**config.mk**
```make
export PLATFORM = sky130hd
export DESIGN_NAME = mem_port_arbiter
export DESIGN_NICKNAME = d
export VERILOG_FILES = /design/src/rtl/mem_port_arbiter.sv
export SDC_FILE = /design/constraint.sdc
export NUM_CORES = 1
export LEC_CHECK = 0
export CORE_AREA = 2 2 115 117
export DETAILED_ROUTE_END_ITERATION = 16
export DIE_AREA = 0 0 117 119
export PLACE_DENSITY_LB_ADDON = 0.08
export SLEW_MARGIN = 0
export SYNTH_ARGS = -nofsm -noshare
export SYNTH_HDL_FRONTEND = slang
export SYNTH_SLANG_ARGS = --single-unit
export TNS_END_PERCENT = 20
```
**constraint.sdc**
```tcl
create_clock -name clk -period 2.3 [get_ports clk]
set_input_delay 0.23 -clock clk [delete_from_list [all_inputs] [get_ports clk]]
set_output_delay 0.23 -clock clk [all_outputs]
set_load 0.02 [all_outputs]
```
**src/rtl/mem_port_arbiter.sv**
```systemverilog
// mem_port_arbiter
//   Two-master round-robin arbiter and sequencer in front of the single-port
//   on-chip RAM (1-cycle synchronous read) and the byte-wide output register.
//   One transaction at a time: IDLE (arbitrate) -> ACCESS (strobe) -> RESP (ready).
//
// Ports
//   clk, reset              clock; asynchronous active-high reset
//   mX_valid/addr/wdata/wstrb  master X request, held until mX_ready
//   mX_ready, mX_rdata      one-cycle completion pulse and read data
//   mem_en/we/addr/wdata    RAM port, mem_rdata returns the cycle after mem_en
//   io_wen, io_wdata        byte-register write pulse and data
//   err                     one-cycle pulse on a decode miss (with ready)
module mem_port_arbiter #(
  parameter int          MEM_SIZE  = 4096,
  parameter logic [31:0] MMIO_ADDR = 32'h1000_0000
) (
  input  logic        clk,
  input  logic        reset,
  input  logic        m0_valid,
  input  logic [31:0] m0_addr,
  input  logic [31:0] m0_wdata,
  input  logic [3:0]  m0_wstrb,
  output logic        m0_ready,
  output logic [31:0] m0_rdata,
  input  logic        m1_valid,
  input  logic [31:0] m1_addr,
  input  logic [31:0] m1_wdata,
  input  logic [3:0]  m1_wstrb,
  output logic        m1_ready,
  output logic [31:0] m1_rdata,
  output logic        mem_en,
  output logic [3:0]  mem_we,
  output logic [11:0] mem_addr,
  output logic [31:0] mem_wdata,
  input  logic [31:0] mem_rdata,
  output logic        io_wen,
  output logic [7:0]  io_wdata,
  output logic        err
);

  localparam logic [31:0] MEM_WORDS = 32'(MEM_SIZE);

  typedef enum logic [1:0] {IDLE, ACCESS, RESP} state_t;

  state_t state;
  logic   grant;       // 0 = m0 owns the current transaction, 1 = m1
  logic   last_grant;  // master served by the previous transaction
  logic   rd_mem;      // current transaction is a RAM read
  logic   miss;        // current transaction decodes to nothing

  logic        any_req;
  logic        win;
  logic [31:0] win_addr;
  logic [31:0] win_wdata;
  logic [3:0]  win_wstrb;
  logic        win_mem;
  logic        win_io;

  // Arbitration and decode of the request that would be granted this cycle.
  // Decoding at grant time lets every ACCESS strobe come straight from a flop.
  always_comb begin
    any_req   = m0_valid | m1_valid;
    win       = (m0_valid && m1_valid) ? ~last_grant : m1_valid;
    win_addr  = win ? m1_addr  : m0_addr;
    win_wdata = win ? m1_wdata : m0_wdata;
    win_wstrb = win ? m1_wstrb : m0_wstrb;
    win_mem   = {2'b00, win_addr[31:2]} < MEM_WORDS;
    win_io    = (win_addr == MMIO_ADDR);
  end

  always_ff @(posedge clk or posedge reset) begin
    if (reset) begin
      state      <= IDLE;
      grant      <= 1'b0;
      last_grant <= 1'b1;
      rd_mem     <= 1'b0;
      miss       <= 1'b0;
      m0_ready   <= 1'b0;
      m1_ready   <= 1'b0;
      mem_en     <= 1'b0;
      mem_we     <= 4'b0;
      mem_addr   <= 12'b0;
      mem_wdata  <= 32'b0;
      io_wen     <= 1'b0;
      io_wdata   <= 8'b0;
      err        <= 1'b0;
    end else begin
      // Strobes default low so each is exactly one cycle wide.
      m0_ready <= 1'b0;
      m1_ready <= 1'b0;
      mem_en   <= 1'b0;
      mem_we   <= 4'b0;
      io_wen   <= 1'b0;
      err      <= 1'b0;
      case (state)
        IDLE: begin
          if (any_req) begin
            state  <= ACCESS;
            grant  <= win;
            rd_mem <= win_mem && (win_wstrb == 4'b0);
            miss   <= !win_mem && !win_io;
            if (win_mem) begin
              mem_en    <= 1'b1;
              mem_we    <= win_wstrb;
              mem_addr  <= win_addr[13:2];
              mem_wdata <= win_wdata;
            end else if (win_io && (win_wstrb != 4'b0)) begin
              io_wen   <= 1'b1;
              io_wdata <= win_wdata[7:0];
            end
          end
        end
        ACCESS: begin
          state    <= RESP;
          m0_ready <= !grant;
          m1_ready <= grant;
          err      <= miss;
        end
        RESP: begin
          // Returning to IDLE for one cycle means a valid still held after
          // ready is not sampled again as the same request.
          state      <= IDLE;
          last_grant <= grant;
        end
        default: state <= IDLE;
      endcase
    end
  end

  // RAM read data arrives during RESP, so it is steered combinationally to
  // the granted master; everything else returns zero.
  always_comb begin
    m0_rdata = 32'b0;
    m1_rdata = 32'b0;
    if ((state == RESP) && rd_mem) begin
      if (grant) m1_rdata = mem_rdata;
      else       m0_rdata = mem_rdata;
    end
  end

endmodule
```
==> results of run 1 <==
[repair_timing]
item	4_1_cts	5_1_grt
setup endpoints to repair	61	44
cloned	0	4
setup buffers	0	3
resized for setup	37	8
pin swaps	3	6
[critical path, stage by stage]
cell and delay (ps):
clkdlybuf4s50_1 430, nor4_2 260, nand4_1 150, or4_4 540
a21oi_4 190, buf_6 170, clkbuf_16 170, mux2_4 300
[sequential cells by signal, indices dropped and copies added (netlist names)]
signal / count
err: 1
miss: 1
mem_en: 1
grant: 1
mem_wdata: 32
m1_ready: 1
rd_mem: 1
mem_addr: 12
mem_we: 4
last_grant: 1
m0_ready: 1
state: 2
io_wen: 1
io_wdata: 8
[placed cells by master (no fill, tap or decap), types with 5 or more instances in the layout]
cell type	count
buf_4	22
mux2_4	40
nor4_1	8
dfrtp_1	66
nand2_1	177
a21oi_1	5
nor2_1	72
clkbuf_16	12
dlygate4sd2_1	33
clkdlybuf4s50_1	259
mux2_2	12
[metrics by stage]
stage               setup slack (ps)  hold WS, ps  util (%)  TNS, ps  instance area, µm²
finish                          60.0          287      58.6        0                7550
global route                   -12.1          372      58.6    -83.8                7550
CTS                             1.75          314      57.6        0                7420
detailed placement              -382          487      55.5   -17800                7140
global placement                -335          480      55.5   -15920                7140
floorplan                       52.3          361         -        0                3870
[layout make-up]
cell class,instances,area (µm²),share of cell area [%]
inverters,4,15.0,0.199
clock buffers,11,253,3.35
flip-flops and latches,67,1680,22.2
repair buffers,328,3290,43.6
clock inverters,2,37.5,0.497
well taps,176,220,2.92
multi-input cells,351,2060,27.3
[kinds of logic (layout without fill, tap and decap cells)]
family,Yosys count,count (layout),share of synthesized area [%]
and+or+nand+nor,284,284,30.2
DFF,67,67,43.3
muxes,52,52,19.0
buffers and inverters,30,345,4.62
AOI/OAI and AO/OA,15,15,2.91
[layer usage]
metal | global-route usage [%] | vias to the layer above
met5 | 0 | -
met1 | 22.7 | 1955
li1 | - | 2082
met3 | 5.39 | 14
met4 | 5.51 | 0
met2 | 35.3 | 167
[worst max-delay path by stage]
stage                     to  slack [ps]  cells past startpoint
2_1_floorplan    mem_addr[0]          50                      5
3_3_place_gp   mem_wdata[22]        -330                      7
3_5_place_dp   mem_wdata[31]        -380                      7
4_1_cts        mem_wdata[31]           2                      7
5_1_grt          mem_addr[7]         -10                      8
6_report       mem_wdata[24]          60                      8
[power groups by stage]
stage               combinational [mW]  sequential [mW]  clock (mW)
global placement                 0.912             1.30           0
global route                      1.03             1.29        1.43
finish                           0.934             1.29        1.35
detailed placement               0.919             1.31           0
CTS                              0.927             1.29        1.37
floorplan                        0.379             1.32           0
==> out/metrics.cfg, run 1 <==
[cts]
clkSinkCount = 67
cts-buffers-inserted = 9
hold_buffers = 0
cts_max_level = 3
clk_latency_ps = 320
root_buffer = clkbuf_16
clock_path_buffers = 2
clk_pin_slew_ps = 50
cts_tree = yes

[pwr]
peakVddDrop_uv = 317
power-per-cell-area_nw_per_um2 = 472
pwr-share-seq_pct = 36.1
pwr-share-comb_pct = 26.2
leakage_nw = 3.44
switching_share_pct = 27.0
switchingPower_mw = 0.963
totalPowerFinal_mw = 3.57
p_clk_share_pct = 37.8
p_int_mw = 2.60

[drt]
via_per_inst = 4.49
drt_iter0_drc = 179
final_antenna_net_count = 0
vias = 4218
routed-wl-met3_um = 1210
wl_met2_um = 7470
routed.top_layer = met4
met1Wirelength_um = 5830
wl_um = 14700
drc = 0
drtPass1Iterations = 4
avgRoutedWirePerCell_um = 15.7

[synth]
yosysTopAreaCellShare_pct = 42.6
syn_nets = 620
synth.most_common_cell = nand2_1
ys_warn_count = 0
synth_flop_cell = dfrtp_1
avgSynthCellArea_um2 = 8.65
async_flop_share_pct = 100
synth_edf_count = 0
netlist_area_um2 = 3870
ys_types = 32
synth_common_cells = nand2_1, nor2_1, dfrtp_1
synthCells = 448
seq_area_frac_synth_pct = 43.3
synthTopCellsByArea = dfrtp_1, nand2_1, mux2_4, nor2_1, mux2_2
ys_ff_latch = 67
synth_top_cell_by_area = dfrtp_1

[layout]
drive_above_1_share_pct = 14.4
antennaDiodeCount = 0
fill_cells = 1147
stdcell_count = 939
finalNetCount = 933
areaGrowthSynthToFinish_pct = 94.9

[timing]
fmax_mhz = 446
slew_headroom_pct = 62.3
drv_slew = 0
finalSetupViolations = 0
finalHoldViolCount = 0
timing.final.crit_share_pct = 97.4
finalCriticalPeriod_ps = 2240
finClkSkew_ps = 4.98
tightest_slew_ps = 564

[setup_path]
critical_path.endpoint_type = register
path_class = in -> reg
worstPathMaxFanout = 6
rr_worst_depth = 6
crit_start = m0_addr[16]
crit_arrival_ps = 2440
r2r-start = state[1]
critPathRequiredTime_ps = 2500
startpoint_type = input pin
r2r_end = mem_wdata[24]
reg2reg_slack_ps = 60

[floorplanning]
ios = 297
core_region_area_um2 = 12900
dieArea_um2 = 13900
die_x_um = 117
die_h_um = 119
start_util_pct = 30.1
rows = 42

[status]
status = completed

[grt]
grt_pass1_wl_um = 21300
gr-usage-all-layers_pct = 19.7
overflow = 0
antenna_found_initial = 0
grt_pass1_vias = 4042
grt_max_degree = 68

[placed_design]
dp_cells = 919
dp_hpwl_um = 11100
place.port_buffers = 296
gp_congestion = 0.811

[job]
cap_violations = 0

[worst_hold_path]
hold_class = in -> async

No activity file was read; power rests on OpenSTA's default activity.
==> run 2: changes to the inputs <==
--- a/config.mk
+++ b/config.mk
@@ -5,9 +5,11 @@
 export SDC_FILE = /design/constraint.sdc
 export NUM_CORES = 1
 export LEC_CHECK = 0
+export CAP_MARGIN = 20
 export CORE_AREA = 2 2 115 117
 export DETAILED_ROUTE_END_ITERATION = 16
 export DIE_AREA = 0 0 117 119
+export GPL_TIMING_DRIVEN = 0
 export PLACE_DENSITY_LB_ADDON = 0.08
 export SLEW_MARGIN = 0
 export SYNTH_ARGS = -nofsm -noshare
==> out/metrics.cfg, run 2 (synthesis results as in run 1) <==
[status]
status = complete, but fails checks
violations = negative setup slack

[cts]
root_buffer = clkbuf_16
cts_tree = yes
clock_path_buffers = 2  ; unchanged
cts-buffers-inserted = 9  ; unchanged
cts_max_level = 3  ; unchanged
clk_pin_slew_ps = 50  ; about the same
hold_buffers = 0  ; unchanged
clkSinkCount = 67  ; unchanged
clk_latency_ps = 330  ; about the same

[drt]
drc = 0  ; unchanged
via_per_inst = 4.52  ; +0.66%
drtPass1Iterations = 4  ; unchanged
wl_um = 14900  ; +1.5%
final_antenna_net_count = 0  ; unchanged
drt_iter0_drc = 148  ; -17%
vias = 4273  ; +1.3%
avgRoutedWirePerCell_um = 15.8  ; +0.84%

[floorplanning]
core_region_area_um2 = 12900  ; unchanged
start_util_pct = 30.1  ; unchanged
die_h_um = 119  ; unchanged
die_x_um = 117  ; unchanged
ios = 297  ; unchanged
dieArea_um2 = 13900  ; unchanged
rows = 42  ; unchanged

[timing]
finalHoldViolCount = 0  ; unchanged
finalSetupViolations = 37  ; +37
tightest_slew_ps = 831  ; +267 ps
finClkSkew_ps = 6.17  ; +1.19 ps
finalCriticalPeriod_ps = 2340  ; +96.0 ps
timing.final.crit_share_pct = 102  ; +4.2 points
drv_slew = 0  ; unchanged
fmax_mhz = 428  ; -4.1%
grt_setup_unrepaired = yes
slew_headroom_pct = 44.6  ; -18 points
tns_ps = -730  ; -730 ps
fin_ws_ps = -36.0  ; -96.0 ps

[pwr]
peakVddDrop_uv = 370  ; +17%
power-per-cell-area_nw_per_um2 = 483  ; +2.2%
leakage_nw = 3.52  ; +2.1%

[grt]
overflow = 0  ; unchanged
grt_pass1_vias = 4248  ; +5.1%
antenna_found_initial = 0  ; unchanged
grt_max_degree = 68  ; unchanged
gr-usage-all-layers_pct = 20.7  ; +1.0 points
grt_pass1_wl_um = 22200  ; +4.4%

[placed_design]
dp_cells = 920  ; +0.11%
place.port_buffers = 296  ; unchanged
gp_congestion = 0.880  ; +8.5%
dp_hpwl_um = 11800  ; +5.5%

[setup_path]
r2r-start = state[0]
r2r_end = mem_wdata[21]
critPathRequiredTime_ps = 2510  ; about the same
crit_start = state[0]
critical_path.endpoint_type = register
crit_end = mem_wdata[21]
startpoint_type = register
crit_arrival_ps = 2550  ; +110 ps
rr_worst_depth = 6  ; unchanged
path_class = reg -> reg
reg2reg_slack_ps = -40  ; -100 ps
worstPathMaxFanout = 10  ; +4

[layout]
fill_cells = 1173  ; +2.3%
final_common_cell = clkdlybuf4s50_1
top_register = mem_wdata
stdcell_count = 945  ; +0.64%
antennaDiodeCount = 0  ; unchanged
areaGrowthSynthToFinish_pct = 93.0
finalNetCount = 936  ; +0.32%
drive_above_1_share_pct = 14.8  ; +0.41 points
top_regs = mem_wdata x32, mem_addr x12, io_wdata x8
largest_reg_flops = 32  ; unchanged
layout_common_cells = clkdlybuf4s50_1, nand2_1, nor2_1

[job]
cap_violations = 0  ; unchanged

[worst_hold_path]
hold_class = in -> async

==> run 2: cell count changes in the layout (fill, tap and decap cells not counted), moves of 4 or more <==
cell | before | now
clkbuf_2 | 0 | 12
clkdlybuf4s15_1 | 0 | 14
clkbuf_1 | 0 | 11
clkbuf_4 | 0 | 4
dlymetal6s2s_1 | 4 | 9
buf_4 | 22 | 7
clkdlybuf4s50_1 | 259 | 233
==> run 2: final cells by class <==
class / count / area (µm²) / share of cell area, %
timing repair buffer: 305 / 3010 / 40.3
multi-input combinational: 351 / 2070 / 27.7
sequential: 67 / 1680 / 22.5
clock buffer: 10 / 229 / 3.06
tap: 176 / 220 / 2.94
buffer: 26 / 185 / 2.48
clock inverter: 6 / 65.1 / 0.870
inverter: 4 / 17.5 / 0.234
==> run 2: what timing repair did <==
action / in CTS / in global routing
buffers inserted: 0 / 8
gates resized for setup: 78 / 42
gates cloned: 0 / 1
endpoints found under the setup margin: 114 / 94
pin swaps: 1 / 6
==> run 2: power breakdown <==
group / internal (mW) / total [mW] / switching (mW) / leakage, nW
clock network: 0.840 / 1.35 / 0.515 / 0.143
registers: 1.24 / 1.29 / 0.0457 / 0.919
logic: 0.492 / 0.971 / 0.479 / 2.45
total: 2.57 / 3.61 / 1.04 / 3.52
==> run 2: per-stage QoR <==
stage / utilization [%] / cell area [µm²] / hold slack, ps / power, mW / worst slack (ps)
after floorplan: - / 3870 / 361 / 1.69 / 52.3
after global placement: 54.8 / 7060 / 480 / 2.17 / -811
after detailed placement: 54.8 / 7060 / 490 / 2.19 / -592
after CTS: 57.1 / 7350 / 462 / 3.59 / -180
after global routing: 58.1 / 7480 / 503 / 3.79 / -74.0
final: 58.1 / 7480 / 405 / 3.61 / -36.0
==> run 2: metal layers <==
| metal | GRT usage [%] | vias up | part of all wire, % |
|---|---|---|---|
| met4 | 6.84 | 0 | 2.2 |
| met5 | 0 | - | 0 |
| met2 | 36.8 | 176 | 51 |
| met3 | 5.70 | 25 | 8.1 |
| met1 | 23.6 | 1985 | 38 |
| li1 | - | 2087 | - |
==> run 2: worst min-delay path by stage <==
stage / startpoint / end / slack (ps) / depth (start not counted)
floorplan: m1_wstrb[0] / mem_we[0] / 360 / 2
global placement: miss / err / 480 / 1
detailed placement: miss / err / 490 / 1
CTS: reset / mem_wdata[13] / 460 / 2
global route: reset / mem_wdata[10] / 500 / 2
finish: reset / mem_wdata[10] / 410 / 2
==> run 2: critical path: stages, from the launching register on <==
cell,delay [ps]
dfrtp_2,430
or3_4,430
or4_4,570
a21oi_4,160
buf_12,160
buf_12,160
mux2_4,310
==> run 3: changes to the inputs <==
--- a/config.mk
+++ b/config.mk
@@ -11,7 +11,6 @@
 export DIE_AREA = 0 0 117 119
 export GPL_TIMING_DRIVEN = 0
 export PLACE_DENSITY_LB_ADDON = 0.08
-export SLEW_MARGIN = 0
 export SYNTH_ARGS = -nofsm -noshare
 export SYNTH_HDL_FRONTEND = slang
 export SYNTH_SLANG_ARGS = --single-unit
==> results of run 3 <==
No change in the layout: final DEF, timing and power equal those of run 2.
